### config.mk
export PLATFORM = sky130hd
export DESIGN_NAME = step_pulse_gen
export DESIGN_NICKNAME = d
export VERILOG_FILES = /design/src/rtl/step_pkg.sv /design/src/rtl/btn_debounce.sv /design/src/rtl/step_pulse_gen.sv
export SDC_FILE = /design/constraint.sdc
export NUM_CORES = 1
export LEC_CHECK = 0
export CORE_MARGIN = 2
export CORE_UTILIZATION = 62
export CTS_CLUSTER_SIZE = 16
export DETAILED_ROUTE_END_ITERATION = 8
export GPL_TIMING_DRIVEN = 0
export PLACE_DENSITY = 0.81
export SYNTH_ARGS = -nofsm -noshare
export SYNTH_HDL_FRONTEND = slang
export SYNTH_SLANG_ARGS = --single-unit
export TNS_END_PERCENT = 10
### constraint.sdc
create_clock -name clk -period 5.1 [get_ports clk]
set_input_delay 1.275 -clock clk [delete_from_list [all_inputs] [get_ports clk]]
set_output_delay 1.275 -clock clk [all_outputs]
set_load 0.01 [all_outputs]
### src/rtl/step_pkg.sv
// step_pkg: step pulse FSM state encoding and default tick counts
package step_pkg;
  localparam logic [1:0] IDLE    = 2'd0;
  localparam logic [1:0] PRESSED = 2'd1;
  localparam logic [1:0] REPEAT  = 2'd2;
  localparam int DEF_DEBOUNCE_TICKS = 500000;
  localparam int DEF_HOLD_TICKS     = 25000000;
  localparam int DEF_REPEAT_TICKS   = 10000000;
endpackage

### src/rtl/btn_debounce.sv
// btn_debounce: two-flop synchronizer plus stable-count debouncer with level-change strobes
module btn_debounce #(
  parameter int DEBOUNCE_TICKS = 500000
) (
  input  logic clk,
  input  logic reset,
  input  logic btn_in,
  output logic btn_level,
  output logic rise,
  output logic fall
);
  localparam int W = $clog2(DEBOUNCE_TICKS) + 1;
  logic sync1, sync2, accept;
  logic [W-1:0] cnt;
  assign accept = (sync2 != btn_level) && (cnt == W'(DEBOUNCE_TICKS - 1));
  assign rise = accept & sync2;
  assign fall = accept & ~sync2;
  always_ff @(posedge clk) begin
    if (reset) begin
      sync1 <= 1'b0;
      sync2 <= 1'b0;
      btn_level <= 1'b0;
      cnt <= '0;
    end else begin
      sync1 <= btn_in;
      sync2 <= sync1;
      btn_level <= accept ? sync2 : btn_level;
      cnt <= (sync2 == btn_level || accept) ? '0 : (&cnt ? cnt : cnt + 1'b1);
    end
  end
endmodule

### src/rtl/step_pulse_gen.sv
// step_pulse_gen: debounced pushbutton to one-cycle step strobe for the memory-dump address counter
// Define STEP_AUTOREPEAT_EN to add hold-to-repeat pulsing.
module step_pulse_gen
  import step_pkg::*;
#(
  parameter int DEBOUNCE_TICKS = DEF_DEBOUNCE_TICKS,
  parameter int HOLD_TICKS     = DEF_HOLD_TICKS,
  parameter int REPEAT_TICKS   = DEF_REPEAT_TICKS
) (
  input  logic clk,
  input  logic reset,
  input  logic btn_in,
  output logic btn_level,
  output logic step_pulse
);
  logic rise, fall;
  logic [1:0] state;
  if (DEBOUNCE_TICKS < 2 || DEBOUNCE_TICKS > (1 << 20) || HOLD_TICKS < 1 || REPEAT_TICKS < 1) begin : g_bad_params
    $error("step_pulse_gen: tick parameters out of range");
  end
  btn_debounce #(.DEBOUNCE_TICKS(DEBOUNCE_TICKS)) u_debounce (
    .clk(clk),
    .reset(reset),
    .btn_in(btn_in),
    .btn_level(btn_level),
    .rise(rise),
    .fall(fall)
  );
`ifdef STEP_AUTOREPEAT_EN
  localparam int TW = $clog2(HOLD_TICKS > REPEAT_TICKS ? HOLD_TICKS : REPEAT_TICKS) + 1;
  logic [TW-1:0] tcnt;
  logic fire;
  assign fire = (state == PRESSED && tcnt == TW'(HOLD_TICKS - 1)) ||
                (state == REPEAT && tcnt == TW'(REPEAT_TICKS - 1));
  // A release on the same edge as a scheduled repeat wins: no pulse.
  always_ff @(posedge clk) begin
    if (reset) begin
      state <= IDLE;
      tcnt <= '0;
      step_pulse <= 1'b0;
    end else begin
      step_pulse <= rise | (fire & ~fall);
      state <= fall ? IDLE : rise ? PRESSED : fire ? REPEAT : state;
      tcnt <= (state == IDLE || fire) ? '0 : (&tcnt ? tcnt : tcnt + 1'b1);
    end
  end
`else
  always_ff @(posedge clk) begin
    if (reset) begin
      state <= IDLE;
      step_pulse <= 1'b0;
    end else begin
      step_pulse <= rise;
      state <= fall ? IDLE : rise ? PRESSED : state;
    end
  end
`endif
endmodule

# == Word-level counts from Yosys, hierarchy flattened ==
# Index checks and enable logic that the tools add are counted.
# word_totals
reg_bits,24
out_inout_bits,2
# op_classes
n_bitwise,1
reduce_logical,4
n_addsub,1
eq_ne,3
# op_table
operator,count
$add A20 B1 Y20 const B,1
$eq A20 B19 Y1 const B,1
$reduce_and A20 Y1,1
$reduce_or A2 Y1,1
$and A1 B1 Y1,1
$eq A1 B1 Y1,1
$logic_and A1 B1 Y1,1
$logic_or A1 B1 Y1,1
$ne A1 B1 Y1,1

# == Logic depth before layout (Yosys ltp) ==
# Gate-level depths: netlist (run 1).
# logic_depth
ltp_word,4
ltp_mapped,6

# == By module ==
# A second synthesis (run 1) with hierarchy kept.
# unflattened
hier_cells,159
hier_area_um2,1352.5
# modules_own_cells
module,cells_per_inst,seq_area_each_um2,area_each_um2,instances
btn_debounce,157,460.4,1318.8,1
step_pulse_gen,2,20.0,33.8,1

# == Worst setup path before layout (run 1) ==
# OpenSTA, ideal clock, no wires.
# synth_timing
kind,input to register
startpoint,input port reset
endpoint,register u_debounce.cnt[14]
path_slack_ns,3.250
stages,4
arrival_time_ns,1.723
setup_ns,0.128
cell_sequence,nor2_1 o21ai_1 clkbuf_1 nor2_1
# synth_between
elab_chain_cells,1
# synth_rtl
item,line_no,rtl
from (decl),step_pulse_gen.sv:11,"input logic reset,"
$reduce_or A2 Y1 (no line),n/a,
to (signal assigned),btn_debounce.sv:28,cnt <= (sync2 == btn_level || accept) ? '0 : (&cnt ? cnt : cnt + 1'b1);
to (decl),btn_debounce.sv:14,logic [W-1:0] cnt;
# No other way between the ends.
# A chain may end at the register's enable or synchronous reset.

# == Final worst setup path (run 1) ==
# layout_timing
startpoint,register u_debounce.btn_level
endpoint,output port btn_level
# layout_lines
item,line_no,rtl
from (decl),btn_debounce.sv:8,"output logic btn_level,"
from (signal assigned),btn_debounce.sv:27,btn_level <= accept ? sync2 : btn_level;
to (decl),step_pulse_gen.sv:13,"output logic btn_level,"
# No word-level cell between the ends.

==> impl_summary.log, run 1 <==
INFO  metric routed-via-count = 1163
INFO  metric clk-insertion-delay-late = about 0.32 ns
INFO  metric ctsHoldBuffers = 0
INFO  metric design.die.area = 2300 µm²
INFO  metric critical_path.n_buffers_inverters = 1
INFO  metric crit_type = register to output port
INFO  metric drv_slew = 0
INFO  metric critical_path.startpoint_type = register
INFO  metric tritoncts_num_sinks = 24
INFO  metric timing.critical_path.from = u_debounce.btn_level
INFO  metric area_growth = 8.99%
INFO  metric syn-cell-area = 1200 µm²
INFO  metric grt_pass1_vias = about 970
INFO  metric ctsHtreeMaxLevel = 1
INFO  metric globalRouteTotalUtil = 26.5%
INFO  metric postCtsSetupBuffers = 0
INFO  metric setup_viol = 0
INFO  metric path_depth = 1
INFO  metric clock_transition_at_the_registers_of_the_reported_paths = 0.13 ns
INFO  metric number_of_nets_in_the_finished_design = approximately 160
INFO  metric grt_setup_unrepaired = no
INFO  metric clock.fmax = a little under 400 MHz
INFO  metric synth-async-reset-ratio = 0%
INFO  metric average_via_count_per_standard_cell = approximately 6.4
INFO  metric final.setup.tns = 0 ns
INFO  metric synth_area_per_cell = between 8 and 9 µm²
INFO  metric power_per_cell_area = 226 nW/µm²
INFO  metric routedWlPerCell = about 14 µm
INFO  metric critical_path.reg2reg.startpoint = u_debounce.cnt[0]
INFO  metric drv.max_cap_violation_count = 0
INFO  metric synth_seq_cells = 24
INFO  metric hold_path_depth = 1
INFO  metric timing.critical_path.slowest_cell_delay = around 0.57 ns
INFO  metric drt.antenna.violating_nets = 0
INFO  metric io-pin-count = 5
INFO  metric endpoint_kind = output port
INFO  metric arrival = between 1 and 1.5 ns
INFO  metric dp.final_hpwl = approximately 1800 µm
INFO  metric clock_tree.buffer_depth = 2
INFO  metric synthDominantCellAreaShare = between 40 and 50%
INFO  metric run_status = finished, final reports clean
INFO  metric worstPathCellList = clkdlybuf4s50_1
INFO  metric yosysSeqAreaShare = between 40% and 50%
INFO  metric initial_utilization = slightly below 70%
INFO  metric antenna_cells_inserted = 0
INFO  metric row_count = 15
INFO  metric relSlewSlack = a little under three fifths
INFO  metric timing.final.crit_share = roughly 50%
INFO  metric drc = 0
INFO  metric final_layout_size_suffix_gt1_share = under 10%
INFO  metric most_frequent_cells_in_the_layout = 24 x sky130_fd_sc_hd__dfxtp_1, 12 x sky130_fd_sc_hd__a21oi_1, 11 x sky130_fd_sc_hd__nand3_1
INFO  metric yosys_warnings = 0
INFO  metric cts_made_buffers = 3
INFO  metric drt-initial-drc-count = 36
INFO  metric critical_path.top_delay_family = buffers and inverters
INFO  metric mostFrequentLayoutCell = sky130_fd_sc_hd__dfxtp_1
INFO  metric rr_worst_depth = 6
INFO  metric drt_pass1_iterations = 6
INFO  metric synth_cell_types = 33
INFO  metric power.ir.vdd_worst = a little under 200 µV
INFO  metric global_route.overflow_total = 0
INFO  metric numPortBuffers = 4
INFO  metric grt_max_degree = 14
INFO  metric mappedNetlistNets = ~150
INFO  metric fin_crit = 2.57 ns
INFO  metric post_synth_inst_count = between 100 and 150
INFO  metric cellLeakagePower = about 0.37 nW
INFO  metric cp_max_fo = 4
INFO  metric final_worst_clock_skew = about 0.0070 ns
INFO  metric fp.coreArea = roughly 1800 µm²
INFO  metric postCtsResizedCells = 0
INFO  metric worstHoldStart = u_debounce.sync1
INFO  metric cts_root_buf = sky130_fd_sc_hd__clkbuf_4
INFO  metric chipHeight = 47.9 µm
INFO  metric tritoncts = done
INFO  metric gpl.final_weighted_congestion = 0.861
INFO  metric routed_wl = ~2600 µm
INFO  metric cp.required = 3.83 ns
INFO  metric min_path_type = register to register
INFO  metric grt_pass1_wl = about 4200 µm
INFO  metric yosys.area.top_type = sky130_fd_sc_hd__dfxtp_1
INFO  metric die_w = roughly 48 µm
INFO  metric final_layout_worst_hold_slack = 0.462 ns
INFO  metric dominant_register_cell_in_the_synthesized_netlist = sky130_fd_sc_hd__dfxtp_1
INFO  metric synth.area.top_cells = sky130_fd_sc_hd__dfxtp_1 40%, sky130_fd_sc_hd__a21oi_1 5.0%, sky130_fd_sc_hd__nand3_1 4.6%
INFO  metric synth_edf_count = 0
INFO  metric library_cell_contributing_the_largest_single_delay_on_the_critical_path = sky130_fd_sc_hd__clkdlybuf4s50_1
INFO  metric worstMarginPinSlew = about 0.63 ns
INFO  metric finalHoldViolCount = 0
INFO  metric antenna_found_initial = 0
INFO  metric fill_cells = 157
-- report_power, final --
part	switching (W)	internal (W)	leakage (nW)
clock network	0.0000566	0.0000437	0.0210
registers	0.000000706	0.000188	0.194
logic	0.00000269	0.00000280	0.153
-- flip-flops by register name, summed over array words and instances, names as in the netlist --
name and cells:
u_debounce.sync1 1, u_debounce.cnt 20, u_debounce.btn_level 1, u_debounce.sync2 1, step_pulse 1
-- routing by layer --
metal  vias to the layer above  wire length (µm)  track usage [%]
met5                         -                 0                0
met4                         0                15             7.57
met3                         2               128             9.43
met2                        36              1190             41.6
met1                       534              1220             34.2
li1                        591                 -                -
-- Yosys cell counts, types with 2 or more instances --
library cell and number:
sky130_fd_sc_hd__a211oi_1 3, sky130_fd_sc_hd__a21oi_1 12, sky130_fd_sc_hd__a31oi_1 5, sky130_fd_sc_hd__and3_1 3, sky130_fd_sc_hd__buf_2 5, sky130_fd_sc_hd__clkbuf_1 3
sky130_fd_sc_hd__dfxtp_1 24, sky130_fd_sc_hd__inv_1 3, sky130_fd_sc_hd__nand2_1 8, sky130_fd_sc_hd__nand3_1 11, sky130_fd_sc_hd__nand4_1 7, sky130_fd_sc_hd__nor2_1 10
sky130_fd_sc_hd__nor2b_1 2, sky130_fd_sc_hd__nor3_1 9, sky130_fd_sc_hd__nor4_1 5, sky130_fd_sc_hd__nor4b_1 2, sky130_fd_sc_hd__o21ai_0 6, sky130_fd_sc_hd__o31ai_1 4
sky130_fd_sc_hd__or2_2 3, sky130_fd_sc_hd__or3_1 6, sky130_fd_sc_hd__or4_1 5
-- kinds of logic after synthesis --
family	Yosys count	share of synthesized area (%)
flops	24	40.1
compound gates	36	18.7
fa+ha+maj	1	1.04
mux	1	0.836
buf+inv	11	3.97
xor+xnor	1	0.732
simple gates	74	34.6
-- stage by stage --
stage          utilization (%)  instances  total power (W)  area (µm²)  setup slack, ns
2_1_floorplan                -        148         0.000196        1200             3.25
3_3_place_gp              71.9        177         0.000198        1270             2.51
3_5_place_dp              71.9        177         0.000199        1270             2.49
4_1_cts                   74.0        181         0.000296        1310             2.52
5_1_grt                   74.0        181         0.000302        1310             2.50
6_report                  74.0        181         0.000295        1310             2.53
-- final timing paths --
check / to / slack [ns]
min: u_debounce.sync2 / 0.46
max: btn_level / 2.53
min reg2reg: u_debounce.sync2 / 0.46
max reg2reg: u_debounce.cnt[4] / 2.86
-- layout make-up --
| cell class | count | area (µm²) | share of cell area (%) |
|---|---|---|---|
| Clock buffer | 4 | 36.3 | 2.78 |
| Inverter | 3 | 11.3 | 0.863 |
| Multi-Input combinational cell | 113 | 669 | 51.3 |
| Timing Repair Buffer | 4 | 40.0 | 3.07 |
| Buffer | 8 | 36.3 | 2.78 |
| Sequential cell | 24 | 480 | 36.8 |
| Tap cell | 25 | 31.3 | 2.40 |
Power figures use the tool's default switching activity.
==> inputs of run 2 (changes only) <==
--- a/config.mk
+++ b/config.mk
@@ -6,11 +6,11 @@
 export NUM_CORES = 1
 export LEC_CHECK = 0
 export CORE_MARGIN = 2
-export CORE_UTILIZATION = 62
+export CORE_UTILIZATION = 58
 export CTS_CLUSTER_SIZE = 16
 export DETAILED_ROUTE_END_ITERATION = 8
 export GPL_TIMING_DRIVEN = 0
-export PLACE_DENSITY = 0.81
+export PLACE_DENSITY = 0.77
 export SYNTH_ARGS = -nofsm -noshare
 export SYNTH_HDL_FRONTEND = slang
 export SYNTH_SLANG_ARGS = --single-unit
==> constraint.sdc (replaced) <==
create_clock -name clk -period 2.66 [get_ports clk]
set_input_delay 0.665 -clock clk [delete_from_list [all_inputs] [get_ports clk]]
set_output_delay 0.665 -clock clk [all_outputs]
set_load 0.01 [all_outputs]
==> run 2 against run 1 <==
Compared with the run above: count of clock-buffer cells in the layout did not move; cell area rose by 0.19%; combinational power rose by 86%; core utilization fell by 7.3 points; clock power rose by 92%; first-iteration DRC count rose by 2.8%; highest routed layer unchanged; die area rose by 6.3%; sequential cell count did not move; worst setup slack got worse by 2.1 ns; sequential share of layout area fell by 0.070 points; hold slack improved by 0.0066 ns; power rose by 92%.
==> impl_summary.log, run 2 (same netlist as run 1, synthesis figures left out) <==
INFO  metric clock_transition_at_the_registers_of_the_reported_paths = 0.13 ns (about the same)
INFO  metric gpl.final_weighted_congestion = 0.930 (+8.0%)
INFO  metric finalWorstSetupSlack = 0.475 ns (-2.05 ns)
INFO  metric setup_viol = 0 (unchanged)
INFO  metric regToRegSetupSlack = 0.47 ns (-2.39 ns)
INFO  metric arrival = 2.38 ns (+1.08 ns)
INFO  metric critical_path.top_delay_family = simple AND/OR/NAND/NOR gates
INFO  metric globalRouteTotalUtil = 24.4% (-2.0 points)
INFO  metric cts_root_buf = sky130_fd_sc_hd__clkbuf_4
INFO  metric average_via_count_per_standard_cell = 6.33 (-1.5%)
INFO  metric clkPwrFrac = 34.0% (about the same)
INFO  metric drt_pass1_iterations = 4 (-2)
INFO  metric cellLeakagePower = 0.368 nW (unchanged)
INFO  metric fill_cells = 195 (+24%)
INFO  metric tritoncts = done
INFO  metric fin_crit = 2.19 ns
INFO  metric antenna_found_initial = 0 (unchanged)
INFO  metric library_cell_contributing_the_largest_single_delay_on_the_critical_path = sky130_fd_sc_hd__dfxtp_1
INFO  metric io-pin-count = 5 (unchanged)
INFO  metric worstPathCellList = ha_1, nand4_2, or3_1, o21ai_1, clkbuf_1, a21oi_1
INFO  metric share_comb_of_total_power = 1.8% (about the same)
INFO  metric grt_pass1_vias = 1076 (+11%)
INFO  metric mostFrequentLayoutCell = sky130_fd_sc_hd__dfxtp_1
INFO  metric numPortBuffers = 4 (unchanged)
INFO  metric crit_type = register to register
INFO  metric endpoint_kind = register
INFO  metric power.ir.vdd_worst = 241 µV (+21%)
INFO  metric worstMarginPinSlew = 0.533 ns (-0.0984 ns)
INFO  metric clock_tree.buffer_depth = 2 (unchanged)
INFO  metric postCtsResizedCells = 0 (unchanged)
INFO  metric place_ws = 0.487 ns (-2.00 ns)
INFO  metric critical_path.startpoint_type = register
INFO  metric netSwitchingPower = 0.000115 W (+91%)
INFO  metric cp.required = 2.85 ns (-0.98 ns)
INFO  metric area_growth = 9.20%
INFO  metric final_worst_clock_skew = 0.00164 ns (-0.00536 ns)
INFO  metric layout.cells.non_filler = 183 (+1.1%)
INFO  metric final.setup.tns = 0 ns (unchanged)
INFO  metric netSwitchingFraction = 20.3% (-0.036 points)
INFO  metric relSlewSlack = 64.2% (+6.6 points)
INFO  metric dp.final_hpwl = 1980 µm (+8.8%)
INFO  metric place.detailed.instances = 179 (+1.1%)
INFO  metric initial_utilization = 61.0% (-6.8 points)
INFO  metric clock.fmax = 458 MHz
INFO  metric number_of_flip_flops_in_the_largest_register = 20 (unchanged)
INFO  metric tritoncts_num_sinks = 24 (unchanged)
INFO  metric routed-via-count = 1158 (-0.43%)
INFO  metric finalHoldViolCount = 0 (unchanged)
INFO  metric drv_slew = 0 (unchanged)
INFO  metric die_w = 49.4 µm (+3.1%)
INFO  metric power.internal = 0.000450 W (+92%)
INFO  metric cp_max_fo = 10 (+6)
INFO  metric row_count = 16 (+1)
INFO  metric seq_power_share = 64.2% (about the same)
INFO  metric timing.final.crit_share = between 80% and 90%
INFO  metric routed_wl = 2650 µm (+3.8%)
INFO  metric grt_max_degree = 14 (unchanged)
INFO  metric cts_made_buffers = 3 (unchanged)
INFO  metric fp.coreArea = 1960 µm² (+11%)
INFO  metric ctsHtreeMaxLevel = 1 (unchanged)
INFO  metric drv.max_cap_violation_count = 0 (unchanged)
INFO  metric drt-initial-drc-count = 37 (+2.8%)
INFO  metric clk-insertion-delay-late = 0.31 ns (about the same)
INFO  metric drc = 0 (unchanged)
INFO  metric power_per_cell_area = 432 nW/µm² (+91%)
INFO  metric number_of_nets_in_the_finished_design = 161 (unchanged)
INFO  metric ctsHoldBuffers = 0 (unchanged)
INFO  metric report.power.total = 0.000565 W (+92%)
INFO  metric critical_path.n_buffers_inverters = 1 (unchanged)
INFO  metric grt_setup_unrepaired = no
INFO  metric final_layout_size_suffix_gt1_share = 8.97% (unchanged)
INFO  metric design.die.area = 2440 µm² (+6.3%)
INFO  metric drt.antenna.violating_nets = 0 (unchanged)
INFO  metric chipHeight = 49.4 µm (+3.1%)
INFO  metric top_register = u_debounce.cnt
INFO  metric final_core_utilization = 66.6% (-7.3 points)
INFO  metric timing.critical_path.slowest_cell_delay = 0.44 ns (-0.13 ns)
INFO  metric postCtsSetupBuffers = 0 (unchanged)
INFO  metric grt_pass1_wl = 4640 µm (+10%)
INFO  metric routedWlPerCell = 14.5 µm (+2.7%)
INFO  metric most_frequent_cells_in_the_layout = 24 x sky130_fd_sc_hd__dfxtp_1, 12 x sky130_fd_sc_hd__a21oi_1, 11 x sky130_fd_sc_hd__nand3_1
INFO  metric run_status = finished, final reports clean
INFO  metric antenna_cells_inserted = 0 (unchanged)
INFO  metric min_path_type = register to register
INFO  metric global_route.overflow_total = 0 (unchanged)
-- run 2: cell counts in the layout (fill, tap and decap cells not counted) --
No cell type changed its count.
-- run 2: final cells by class --
class	instances	area, µm²	area share, %
Inverter	3	11.3	0.861
Timing Repair Buffer	4	40.0	3.06
Tap cell	27	33.8	2.58
Clock buffer	4	36.3	2.78
Sequential cell	24	480	36.7
Buffer	8	36.3	2.78
Multi-Input combinational cell	113	669	51.2
-- run 2: final timing paths --
kind / startpoint / to / cells after the start
min: u_debounce.sync1 / u_debounce.sync2 / 1
min reg2reg: u_debounce.sync1 / u_debounce.sync2 / 1
max: u_debounce.cnt[0] / u_debounce.cnt[0] / 6
max reg2reg: u_debounce.cnt[0] / u_debounce.cnt[0] / 6
-- run 2: layer usage --
layer  vias up  part of all wire (%)  GRT usage [%]
li1        583                     -              -
met1       550                    47           31.1
met5         -                     0              0
met2        21                    49           41.4
met4         0                   1.2           10.6
met3         4                   2.3           3.07
-- run 2: stage by stage --
stage               hold WS (ns)  cell area (µm²)
global placement           0.423             1270
detailed placement         0.456             1270
global route               0.496             1310
CTS                        0.474             1310
floorplan                  0.414             1200
finish                     0.468             1310
-- run 2: power groups by stage --
stage	logic, W	registers [W]	clock network (W)
floorplan	0.00000531	0.000370	0
global placement	0.0000100	0.000370	0
detailed placement	0.0000104	0.000371	0
CTS	0.0000104	0.000363	0.000191
global route	0.0000117	0.000363	0.000206
finish	0.0000102	0.000363	0.000192
